<file path="config.mk">
export PLATFORM = sky130hd
export DESIGN_NAME = isr_vector_dispatcher_flat
export DESIGN_NICKNAME = d
export VERILOG_FILES = /design/src/rtl/isr_vector_dispatcher_if.sv /design/src/rtl/isr_vector_dispatcher.sv /design/src/flat_wrapper.sv
export SDC_FILE = /design/constraint.sdc
export NUM_CORES = 1
export LEC_CHECK = 0
export ABC_CLOCK_PERIOD_IN_PS = 2000
export CAP_MARGIN = 10
export CORE_MARGIN = 5
export CORE_UTILIZATION = 53
export DETAILED_ROUTE_END_ITERATION = 7
export PLACE_DENSITY = 0.77
export REMOVE_ABC_BUFFERS = 1
export SKIP_LAST_GASP = 1
export SYNTH_ARGS = -nofsm -noshare
export SYNTH_HDL_FRONTEND = slang
export SYNTH_SLANG_ARGS = --single-unit
</file>
<file path="constraint.sdc">
create_clock -name clk -period 2 [get_ports clk]
set_clock_uncertainty 0.2 [all_clocks]
set_input_delay 0.4 -clock clk [delete_from_list [all_inputs] [get_ports clk]]
set_output_delay 0.4 -clock clk [all_outputs]
set_load 0.01 [all_outputs]
</file>
<file path="src/rtl/isr_vector_dispatcher_if.sv">
// Config-bus and CPU-handshake signal bundle for isr_vector_dispatcher.
// The master modport is the firmware/CPU side; the slave modport is the dispatcher.
interface isr_vector_dispatcher_if;
    logic [31:0] intc_write_address;
    logic [31:0] write_data;
    logic        write_enable;
    logic [31:0] intc_read_address;
    logic        read_enable;
    logic [31:0] read_data;
    logic        intr_req;
    logic [31:0] isr_address;
    logic [1:0]  intr_id;
    logic        intr_ack;
    logic        eoi;
    logic        in_service;

    modport master (
        output intc_write_address, write_data, write_enable,
        output intc_read_address, read_enable,
        output intr_ack, eoi,
        input  read_data, intr_req, isr_address, intr_id, in_service
    );

    modport slave (
        input  intc_write_address, write_data, write_enable,
        input  intc_read_address, read_enable,
        input  intr_ack, eoi,
        output read_data, intr_req, isr_address, intr_id, in_service
    );
endinterface

</file>
<file path="src/rtl/isr_vector_dispatcher.sv">
// Interrupt dispatch block: four ISR address registers on the config bus,
// four latched interrupt sources with fixed priority (bit 0 highest), and a
// request / acknowledge / end-of-interrupt handshake towards the CPU.
// Optional macro INTC_EDGE_DETECT_EN: when defined, sources pend on rising
// edges only; when undefined, sources pend every cycle they are high.
module isr_vector_dispatcher #(
    parameter logic [31:0] DEFAULT_ISR = 32'h0000_0000
) (
    input  logic                         clk,
    input  logic                         rst_n,
    input  logic [3:0]                   irq_in,
    isr_vector_dispatcher_if.slave       bus
);

    typedef enum logic [1:0] {
        IDLE = 2'd0,
        REQ  = 2'd1,
        SVC  = 2'd2
    } state_t;

    state_t      state;
    state_t      next_state;
    logic [31:0] isr_reg [4];
    logic [3:0]  pending;
    logic [3:0]  pend_set;
    logic [3:0]  pend_clr;
    logic [1:0]  grant_id;
    logic        grant_fire;
    logic        ack_take;
    logic [1:0]  intr_id_q;
    logic [31:0] isr_addr_q;
    logic [31:0] read_data_q;
    logic        unused_addr_bits;

    assign unused_addr_bits = ^{bus.intc_write_address[31:4], bus.intc_write_address[1:0],
                                bus.intc_read_address[31:5], bus.intc_read_address[1:0]};

    assign grant_fire = (state == IDLE) && (pending != 4'b0000);
    assign ack_take   = (state == REQ) && bus.intr_ack;
    assign pend_clr   = ack_take ? (4'b0001 << intr_id_q) : 4'b0000;

`ifdef INTC_EDGE_DETECT_EN
    logic [3:0] irq_prev;

    // Remember the previous sample of each source for rising-edge detection.
    always_ff @(posedge clk or negedge rst_n) begin
        if (!rst_n) irq_prev <= 4'b0000;
        else        irq_prev <= irq_in;
    end

    assign pend_set = irq_in & ~irq_prev;
`else
    assign pend_set = irq_in;
`endif

    // Lowest pending index wins the grant.
    always_comb begin
        grant_id = 2'd0;
        if      (pending[0]) grant_id = 2'd0;
        else if (pending[1]) grant_id = 2'd1;
        else if (pending[2]) grant_id = 2'd2;
        else if (pending[3]) grant_id = 2'd3;
    end

    // Pending latch; an accepted ack clears its bit even if the source is still set.
    always_ff @(posedge clk or negedge rst_n) begin
        if (!rst_n) pending <= 4'b0000;
        else        pending <= (pending | pend_set) & ~pend_clr;
    end

    // ISR address registers, selected by write address bits [3:2].
    always_ff @(posedge clk or negedge rst_n) begin
        if (!rst_n) begin
            for (int i = 0; i < 4; i++) isr_reg[i] <= DEFAULT_ISR;
        end else if (bus.write_enable) begin
            isr_reg[bus.intc_write_address[3:2]] <= bus.write_data;
        end
    end

    // Registered config readback: ISR registers, or the pending vector when bit 4 is set.
    always_ff @(posedge clk or negedge rst_n) begin
        if (!rst_n) begin
            read_data_q <= 32'h0;
        end else if (bus.read_enable) begin
            if (bus.intc_read_address[4]) read_data_q <= {28'h0, pending};
            else                          read_data_q <= isr_reg[bus.intc_read_address[3:2]];
        end
    end

    // Capture id and ISR address at grant so later config writes cannot disturb them.
    always_ff @(posedge clk or negedge rst_n) begin
        if (!rst_n) begin
            intr_id_q  <= 2'd0;
            isr_addr_q <= 32'h0;
        end else if (grant_fire) begin
            intr_id_q  <= grant_id;
            isr_addr_q <= isr_reg[grant_id];
        end
    end

    // Handshake state register.
    always_ff @(posedge clk or negedge rst_n) begin
        if (!rst_n) state <= IDLE;
        else        state <= next_state;
    end

    // Next-state logic: ack only counts in REQ, eoi only in SVC.
    always_comb begin
        next_state = state;
        case (state)
            IDLE:    if (pending != 4'b0000) next_state = REQ;
            REQ:     if (bus.intr_ack)       next_state = SVC;
            SVC:     if (bus.eoi)            next_state = IDLE;
            default: next_state = IDLE;
        endcase
    end

    // Outputs decoded from the state register and the captured grant.
    always_comb begin
        bus.intr_req    = (state == REQ);
        bus.in_service  = (state == SVC);
        bus.intr_id     = intr_id_q;
        bus.isr_address = isr_addr_q;
        bus.read_data   = read_data_q;
    end

endmodule

</file>
<file path="src/flat_wrapper.sv">
// flat-port wrapper written by rule: the top's interface ports become plain ports
module isr_vector_dispatcher_flat 
#(
    parameter logic [31:0] DEFAULT_ISR = 32'h0000_0000
)
  (clk, rst_n, irq_in, bus_intc_write_address, bus_write_data, bus_write_enable, bus_intc_read_address, bus_read_enable, bus_intr_ack, bus_eoi, bus_read_data, bus_intr_req, bus_isr_address, bus_intr_id, bus_in_service);
  isr_vector_dispatcher_if bus_i ();
  input  logic clk;
  input  logic rst_n;
  input  logic [3:0] irq_in;
  input wire logic [$bits(bus_i.intc_write_address)-1:0] bus_intc_write_address;
  input wire logic [$bits(bus_i.write_data)-1:0] bus_write_data;
  input wire logic [$bits(bus_i.write_enable)-1:0] bus_write_enable;
  input wire logic [$bits(bus_i.intc_read_address)-1:0] bus_intc_read_address;
  input wire logic [$bits(bus_i.read_enable)-1:0] bus_read_enable;
  input wire logic [$bits(bus_i.intr_ack)-1:0] bus_intr_ack;
  input wire logic [$bits(bus_i.eoi)-1:0] bus_eoi;
  output wire logic [$bits(bus_i.read_data)-1:0] bus_read_data;
  output wire logic [$bits(bus_i.intr_req)-1:0] bus_intr_req;
  output wire logic [$bits(bus_i.isr_address)-1:0] bus_isr_address;
  output wire logic [$bits(bus_i.intr_id)-1:0] bus_intr_id;
  output wire logic [$bits(bus_i.in_service)-1:0] bus_in_service;
  assign bus_i.intc_write_address = bus_intc_write_address;
  assign bus_i.write_data = bus_write_data;
  assign bus_i.write_enable = bus_write_enable;
  assign bus_i.intc_read_address = bus_intc_read_address;
  assign bus_i.read_enable = bus_read_enable;
  assign bus_i.intr_ack = bus_intr_ack;
  assign bus_i.eoi = bus_eoi;
  assign bus_read_data = bus_i.read_data;
  assign bus_intr_req = bus_i.intr_req;
  assign bus_isr_address = bus_i.isr_address;
  assign bus_intr_id = bus_i.intr_id;
  assign bus_in_service = bus_i.in_service;
  isr_vector_dispatcher #(.DEFAULT_ISR(DEFAULT_ISR)) u_core (.clk(clk), .rst_n(rst_n), .irq_in(irq_in), .bus(bus_i));
endmodule
</file>
==> flow_metrics.env, run 1 <==
export IMPL_syn_area_um2=9890
export IMPL_reg2reg_depth=4
export IMPL_grt_usage=0.240
export IMPL_start_util=0.534
export IMPL_ys_flop_type="dfrtp_1"
export IMPL_maxCapViolCount=0
export IMPL_avgSynthCellArea_um2=11.1
export IMPL_core_rowCount=50
export IMPL_path_clk_slew_ns=0.07
export IMPL_synthCells=889
export IMPL_yosys_area_top_type="dfrtp_1"
export IMPL_p_clk_frac=0.261
export IMPL_dieArea_um2=21500
export IMPL_grt_pass1_wl_mm=40.8
export IMPL_fin_hold_ws_ns=0.252
export IMPL_vias=7447
export IMPL_fmax_mhz=504
export IMPL_finalSetupTns_ns=0
export IMPL_slowest_stage="clkdlybuf4s50_1"
export IMPL_path_cells="clkdlybuf4s50_1"
export IMPL_p_switching_mw=4.75
export IMPL_startpoint_type="flip-flop"
export IMPL_synth_seq_cells=200
export IMPL_critPathKind="reg2out"
export IMPL_finalHoldViolations=0
export IMPL_grt_antenna_before_repair=0
export IMPL_cts_sinks=200
export IMPL_gp_congestion=0.805
export IMPL_p_leak_nw=5.28
export IMPL_min_period_over_period=0.992
export IMPL_wire_per_inst_um=20.5
export IMPL_drive_gt1_frac=0.220
export IMPL_cp_slowest_stage_delay_ns=0.56
export IMPL_synth_common_cells="dfrtp_1 (200), mux2_2 (105), inv_1 (90)"
export IMPL_finalSetupViolations=0
export IMPL_endpoint_kind="primary output"
export IMPL_synthMostInstantiatedCell="dfrtp_1"
export IMPL_path_buf_inv=1
export IMPL_grt_max_degree=101
export IMPL_dp_worst_setup_slack_ns=-0.140
export IMPL_synth_area_leaders="dfrtp_1 (51%), mux2_2 (12%), mux4_2 (6.4%)"
export IMPL_swShare=0.325
export IMPL_wl_mm=25.3
export IMPL_antenna_left=0
export IMPL_worstMarginPinSlew_ns=0.495
export IMPL_clockBufferDepth=2
export IMPL_synth_warnings=0
export IMPL_p_int_mw=9.87
export IMPL_synth_top_area_frac=0.506
export IMPL_viasPerCell=6.04
export IMPL_hp_class="in2reg"
export IMPL_hold_depth=3
export IMPL_finish_utilization=0.660
export IMPL_syn2layout_area_growth_pct=23.6
export IMPL_core_um2=18500
export IMPL_cts_max_level=4
export IMPL_die_x_um=147
export IMPL_ioPinCount=174
export IMPL_worstPathRequired_ns=1.40
export IMPL_clock_root_buffer="clkbuf_16"
export IMPL_final_nets=1092
export IMPL_synth_async_reset_ratio=1.00
export IMPL_combinationalPowerShare=0.343
export IMPL_first_pass_iters=5
export IMPL_crit_arrival_ns=1.38
export IMPL_yosysSeqAreaShare=0.506
export IMPL_drv_slew=0
export IMPL_grt_setup_unrepaired="false"
export IMPL_cts_tree="yes"
export IMPL_period_minus_slack_ns=1.98
export IMPL_status="completed"
export IMPL_synth_edff_count=0
export IMPL_p_seq_frac=0.396
export IMPL_grt_pass1_vias=7586
export IMPL_route_detailed_drc=0
export IMPL_setup_slack_ns=0.0170
export IMPL_ys_types=32
export IMPL_crit_cells=1
export IMPL_cp_top_family="buffers and inverters"
export IMPL_io_buffers=114
export IMPL_relSlewSlack=0.670
export IMPL_largest_register_ffs=128
export IMPL_p_per_area_nw_per_um2=1200
export IMPL_ir_drop_mv=0.795
export IMPL_cts_inserted_buffers=17
export IMPL_antenna_cells=0
export IMPL_die_height_um=147
export IMPL_clock_insertion_delay_worst_skew_ns=0.44
export IMPL_dpl_hpwl_mm=15.6
export IMPL_cp_max_fo=2
export IMPL_drt_first_iter_violations=483
export IMPL_grt_overflow=0
==> cell families after synthesis <==
kind of cell | count (synthesis) | share of synthesized area
and+or+nand+nor | 155 | 0.0993
DFF | 200 | 0.506
AOI/OAI and AO/OA | 237 | 0.144
buffers and inverters | 164 | 0.0673
muxes | 133 | 0.183
==> cells in the final DEF (no fill, tap or decap), types with 17 or more instances in the layout <==
master             n
a22o_1            31
clkbuf_16         17
o22ai_1           28
buf_4             18
nand2_1           38
clkdlybuf4s50_1   91
mux2_2           105
dfrtp_1          195
buf_12            19
inv_1             90
nor2b_1           32
a31oi_1           37
a21oi_1           64
and3b_1           31
nand3b_1          35
o21ai_0           65
mux4_2            28
==> through the flow <==
step | power (mW) | instances | area, µm²
6_report | 14.6 | 1233 | 12200
5_1_grt | 15.4 | 1233 | 12200
4_1_cts | 14.7 | 1233 | 12200
3_5_place_dp | 10.9 | 1199 | 11500
3_3_place_gp | 10.7 | 1199 | 11500
2_1_floorplan | 8.49 | 815 | 9560
==> repair_timing <==
item / CTS / global route
endpoints found under the hold margin: 30 / 0
resized for setup: 11 / 10
endpoints found under the setup margin: 10 / 10
hold buffers: 1 / 0
buffers inserted: 1 / 0
==> final cells by class <==
type	instances	area, µm²
Fill cell	1410	6290
Sequential cell	200	5010
Multi-Input combinational cell	525	4250
Timing Repair Buffer	152	1670
Clock buffer	18	439
Inverter	90	338
Tap cell	234	293
Clock inverter	14	219
==> path summary, 6_finish.rpt <==
path	endpoint	start	slack, ns
worst min register to register	u_core.isr_reg[19]	u_core.isr_reg[19]	0.32
max in group asynchronous	u_core.pending[3]	rst_n	0.76
worst min-delay path	u_core.bus.read_data[23]	bus_read_enable	0.25
min in group asynchronous	u_core.bus.read_data[5]	rst_n	0.26
worst max-delay path	bus_isr_address[10]	u_core.bus.isr_address[10]	0.02
worst max register to register	u_core.bus.isr_address[3]	u_core.pending[3]	0.13
==> routing by layer <==
metal,vias up,global-route usage,share of wire
met5,-,0,0
met4,0,0.0894,0.025
met3,53,0.0521,0.069
met2,288,0.393,0.49
met1,3753,0.316,0.41
li1,3353,-,-
==> power groups by stage <==
stage	Combinational, mW	Sequential, mW	Clock [mW]
6_report	5.01	5.79	3.82
5_1_grt	5.45	5.90	4.02
4_1_cts	5.06	5.77	3.86
3_5_place_dp	5.05	5.84	0
3_3_place_gp	4.95	5.80	0
2_1_floorplan	2.39	6.10	0
No activity file was read; power rests on OpenSTA's default activity.
==> inputs of run 2 (changes only) <==
--- a/config.mk
+++ b/config.mk
@@ -8,9 +8,9 @@
 export ABC_CLOCK_PERIOD_IN_PS = 2000
 export CAP_MARGIN = 10
 export CORE_MARGIN = 5
-export CORE_UTILIZATION = 53
+export CORE_UTILIZATION = 40
 export DETAILED_ROUTE_END_ITERATION = 7
-export PLACE_DENSITY = 0.77
+export PLACE_DENSITY = 0.6
 export REMOVE_ABC_BUFFERS = 1
 export SKIP_LAST_GASP = 1
 export SYNTH_ARGS = -nofsm -noshare
==> flow_metrics.env, run 2 (synthesized netlist as in run 1, its figures left out) <==
export IMPL_finalSetupTns_ns=0
export IMPL_path_buf_inv=1
export IMPL_fmax_mhz=511
export IMPL_clock_insertion_delay_worst_skew_ns=0.43
export IMPL_ioPinCount=174
export IMPL_relSlewSlack=0.663
export IMPL_place_inst=1291
export IMPL_endpoint_kind="primary output"
export IMPL_drive_gt1_frac=0.218
export IMPL_p_leak_nw=5.28
export IMPL_period_minus_slack_ns=1.96
export IMPL_grt_busiest_layer="met2"
export IMPL_dieArea_um2=28000
export IMPL_p_int_mw=9.74
export IMPL_die_x_um=167
export IMPL_grt_setup_unrepaired="false"
export IMPL_grt_pass1_vias=7426
export IMPL_die_height_um=167
export IMPL_vias=7144
export IMPL_placed_area_um2=11700
export IMPL_grtUsageMet1=0.254
export IMPL_final_cell_mix="dfrtp_1 (195), mux2_2 (105), inv_1 (90)"
export IMPL_setup_slack_ns=0.0419
export IMPL_status="completed"
export IMPL_grt_usage=0.192
export IMPL_finish_utilization=0.507
export IMPL_min_period_over_period=0.979
export IMPL_antenna_left=0
export IMPL_first_pass_iters=5
export IMPL_gp_congestion=0.784
export IMPL_dp_worst_setup_slack_ns=-0.158
export IMPL_p_per_area_nw_per_um2=1180
export IMPL_critPathKind="reg2out"
export IMPL_grt_overflow=0
export IMPL_drt_first_iter_violations=435
export IMPL_wl_mm=26.7
export IMPL_path_cells="clkdlybuf4s50_1"
export IMPL_core_rowCount=57
export IMPL_p_switching_mw=4.74
export IMPL_syn2layout_area_growth_pct=24.5
export IMPL_route_detailed_drc=0
export IMPL_largest_register_ffs=128
export IMPL_ir_drop_mv=0.800
export IMPL_maxCapViolCount=0
export IMPL_cp_max_fo=2
export IMPL_fin_area_um2=12300
export IMPL_use_met2=0.330
export IMPL_drv_slew=0
export IMPL_p_seq_frac=0.399
export IMPL_combinationalPowerShare=0.349
export IMPL_cts_inserted_buffers=17
export IMPL_cts_max_level=4
export IMPL_p_clk_frac=0.253
export IMPL_viasPerCell=5.40
export IMPL_cp_top_family="buffers and inverters"
export IMPL_worstMarginPinSlew_ns=0.506
export IMPL_cp_slowest_stage_delay_ns=0.55
export IMPL_antenna_cells=0
export IMPL_start_util=0.407
export IMPL_final_nets=1095
export IMPL_clock_root_buffer="clkbuf_16"
export IMPL_core_um2=24300
export IMPL_cts_sinks=200
export IMPL_grt_util_met3=0.0316
export IMPL_crit_arrival_ns=1.36
export IMPL_hp_class="in2reg"
export IMPL_finalHoldViolations=0
export IMPL_slowest_stage="clkdlybuf4s50_1"
export IMPL_wire_per_inst_um=20.1
export IMPL_layout_commonest_cell="dfrtp_1"
export IMPL_io_buffers=114
export IMPL_cts_tree="yes"
export IMPL_finalSetupViolations=0
export IMPL_dpl_hpwl_mm=16.0
export IMPL_worstPathRequired_ns=1.40
export IMPL_grt_antenna_before_repair=0
export IMPL_fin_cells=1323
export IMPL_startpoint_type="flip-flop"
export IMPL_grt_pass1_wl_mm=42.4
export IMPL_path_clk_slew_ns=0.07
export IMPL_grt_max_degree=101
export IMPL_clockBufferDepth=2
export IMPL_swShare=0.328
==> run 2: power by group through the flow <==
stage | Clock (mW) | Combinational, mW | Sequential, mW
after floorplan | 0 | 2.39 | 6.10
after global placement | 0 | 5.07 | 5.84
after detailed placement | 0 | 5.14 | 5.85
after CTS | 3.73 | 5.13 | 5.77
after global routing | 3.90 | 5.53 | 5.89
final | 3.66 | 5.05 | 5.77
==> run 2: timing repair <==
action / 4_1_cts / 5_1_grt
buffers inserted: 2 / 0
setup endpoints to repair: 9 / 13
hold endpoints to repair: 37 / 0
gates cloned: 0 / 0
hold buffers: 1 / 0
gates resized for setup: 9 / 13
==> run 2: worst paths after layout <==
kind,start,endpoint,slack (ns),cells after the start
max,u_core.bus.isr_address[22],bus_isr_address[22],0.04,1
min in group asynchronous,rst_n,u_core.isr_reg[24],0.27,2
min reg2reg,u_core.isr_reg[3],u_core.isr_reg[3],0.33,1
max in group asynchronous,rst_n,u_core.isr_reg[2],0.72,3
min,bus_read_enable,u_core.bus.read_data[10],0.23,2
max reg2reg,u_core.pending[2],u_core.bus.isr_address[4],0.14,3
==> run 2: final cells by class <==
type / instances / area [µm²]
tap: 324 / 405
clock inverter: 10 / 169
timing repair buffer: 155 / 1700
fill: 2173 / 12000
inverter: 90 / 338
clock buffer: 19 / 443
multi-input combinational: 525 / 4250
sequential: 200 / 5010
==> run 2: metal layers <==
layer | wire, µm | share of wire | vias up
met5 | 0 | 0 | -
met1 | 11700 | 0.44 | 3571
met3 | 1430 | 0.054 | 26
met2 | 13000 | 0.49 | 185
met4 | 469 | 0.018 | 0
li1 | - | - | 3362
==> run 2: through the flow <==
| stage | hold WS (ns) | power (mW) |
|---|---|---|
| 4_1_cts | 0.196 | 14.6 |
| 2_1_floorplan | -0.0956 | 8.49 |
| 3_3_place_gp | 0.172 | 10.9 |
| 5_1_grt | 0.215 | 15.3 |
| 3_5_place_dp | 0.166 | 11.0 |
| 6_report | 0.230 | 14.5 |
==> inputs of run 3 (changes only) <==
--- a/config.mk
+++ b/config.mk
@@ -6,7 +6,7 @@
 export NUM_CORES = 1
 export LEC_CHECK = 0
 export ABC_CLOCK_PERIOD_IN_PS = 2000
-export CAP_MARGIN = 10
+export CORE_ASPECT_RATIO = 1.5
 export CORE_MARGIN = 5
 export CORE_UTILIZATION = 40
 export DETAILED_ROUTE_END_ITERATION = 7
==> flow_metrics.env, run 3 (synthesized netlist as in run 1, its figures left out) <==
export IMPL_status="completed"
export IMPL_grt_overflow=0
export IMPL_num_fill_cells=2316
export IMPL_clockBufferDepth=2
export IMPL_cp_top_family="buffers and inverters"
export IMPL_finalHoldViolations=0
export IMPL_grt_usage=0.195
export IMPL_drive_gt1_frac=0.222
export IMPL_drt_first_iter_violations=451
export IMPL_final_cell_mix="dfrtp_1 (195), mux2_2 (105), inv_1 (90)"
export IMPL_die_height_um=203
export IMPL_p_leak_nw=5.27
export IMPL_syn2layout_area_growth_pct=23.9
export IMPL_min_period_over_period=0.983
export IMPL_wire_per_inst_um=20.3
export IMPL_route_detailed_drc=0
export IMPL_final_nets=1098
export IMPL_startpoint_type="flip-flop"
export IMPL_reg2reg_depth=3
export IMPL_p_per_area_nw_per_um2=1160
export IMPL_setup_slack_ns=0.0341
export IMPL_finalSetupViolations=0
export IMPL_r2r_slack_ns=0.10
export IMPL_period_minus_slack_ns=1.97
export IMPL_finish_utilization=0.503
export IMPL_ir_drop_mv=0.653
export IMPL_path_clk_slew_ns=0.07
export IMPL_clock_insertion_delay_worst_skew_ns=0.44
export IMPL_maxCapViolCount=0
export IMPL_relSlewSlack=0.651
export IMPL_antenna_left=0
export IMPL_path_cells="clkdlybuf4s50_1"
export IMPL_cp_slowest_stage_delay_ns=0.55
export IMPL_viasPerCell=5.53
export IMPL_clock_root_buffer="clkbuf_16"
export IMPL_grt_max_degree=101
export IMPL_slowest_stage="clkdlybuf4s50_1"
export IMPL_grt_setup_unrepaired="false"
export IMPL_vias=7343
export IMPL_placed_area_um2=11600
export IMPL_die_x_um=138
export IMPL_io_buffers=114
export IMPL_first_pass_iters=5
export IMPL_drv_slew=0
export IMPL_grt_antenna_before_repair=0
export IMPL_fmax_mhz=509
export IMPL_grt_pass1_wl_mm=42.9
export IMPL_grt_pass1_vias=7444
export IMPL_dieArea_um2=28000
export IMPL_cts_sinks=200
export IMPL_hp_class="in2async"
export IMPL_gp_congestion=0.769
export IMPL_core_um2=24300
export IMPL_cts_inserted_buffers=17
export IMPL_multi_input_comb_area_um2=4250
export IMPL_seq_area_um2=5010
export IMPL_layout_commonest_cell="dfrtp_1"
export IMPL_wl_mm=27.0
export IMPL_cts_tree="yes"
export IMPL_start_util=0.406
export IMPL_cp_max_fo=2
export IMPL_cts_max_level=4
export IMPL_ioPinCount=174
export IMPL_fin_area_um2=12300
export IMPL_dpl_hpwl_mm=17.1
export IMPL_worstMarginPinSlew_ns=0.524
export IMPL_largest_register_ffs=128
export IMPL_crit_arrival_ns=1.37
export IMPL_critPathKind="reg2out"
export IMPL_r2r_start="u_core.pending[3]"
export IMPL_core_rowCount=70
export IMPL_worstPathRequired_ns=1.40
export IMPL_endpoint_kind="primary output"
export IMPL_path_buf_inv=1
export IMPL_reg2reg_to="u_core.bus.isr_address[4]"
export IMPL_dp_worst_setup_slack_ns=-0.142
-- run 3: cell types whose count changed in the layout (fill, tap and decap cells not counted), sizes merged --
cell / before / now
buf: 43 / 46
dlygate4sd2: 8 / 16
clkinv: 0 / 5
diode: 0 / 1
clkinvlp: 3 / 4
bufinv: 4 / 2
clkdlybuf4s50: 89 / 85
inv: 93 / 91
dlymetal6s2s: 13 / 9
-- run 3: stage by stage --
step	std cells	power [mW]	hold WS [ns]	TNS [ns]
after floorplan	815	8.49	-0.0956	-53.11
after global placement	1292	10.9	0.161	-6.17
after detailed placement	1292	11.0	0.157	-8.49
after CTS	1328	14.4	0.257	-0.180
after global routing	1328	15.1	0.248	0
final	1329	14.2	0.260	0
-- run 3: layer usage --
metal	global-route usage	wire length (µm)
met5	0	0
met4	0.0780	809
met3	0.0297	971
met2	0.349	14300
met1	0.234	10900
-- run 3: how the worst max path moves through the flow --
stage / startpoint / end / slack, ns / depth (start not counted)
2_1_floorplan: u_core.pending[0] / u_core.bus.isr_address[4] / -0.91 / 3
6_report: u_core.bus.isr_address[10] / bus_isr_address[10] / 0.03 / 1
4_1_cts: u_core.state[0] / bus_in_service / -0.18 / 3
3_5_place_dp: bus_intc_write_address[2] / u_core.isr_reg[35] / -0.14 / 4
3_3_place_gp: bus_intc_write_address[2] / u_core.isr_reg[50] / -0.13 / 4
5_1_grt: u_core.bus.isr_address[26] / bus_isr_address[26] / 0.0006 / 1
-- run 3: layout make-up --
cell class / instances / share of cell area
Inverter: 90 / 0.0276
Clock buffer: 19 / 0.0361
Sequential cell: 200 / 0.409
Timing Repair Buffer: 158 / 0.137
Antenna cell: 1 / 0.000204
Tap cell: 324 / 0.0331
Clock inverter: 12 / 0.0104
Multi-Input combinational cell: 525 / 0.347
-- run 3: power breakdown --
group	internal (mW)	leakage (nW)	total (mW)	switching (mW)
Combinational	2.55	2.62	5.05	2.49
Sequential	5.05	2.38	5.79	0.742
Clock	1.86	0.271	3.40	1.54
Total	9.47	5.27	14.2	4.77
-- run 3: repair_timing --
item / in CTS / in global routing
gates resized for setup: 17 / 9
endpoints found under the hold margin: 37 / 0
buffers inserted: 4 / 0
setup endpoints to repair: 18 / 9
hold buffers: 1 / 0
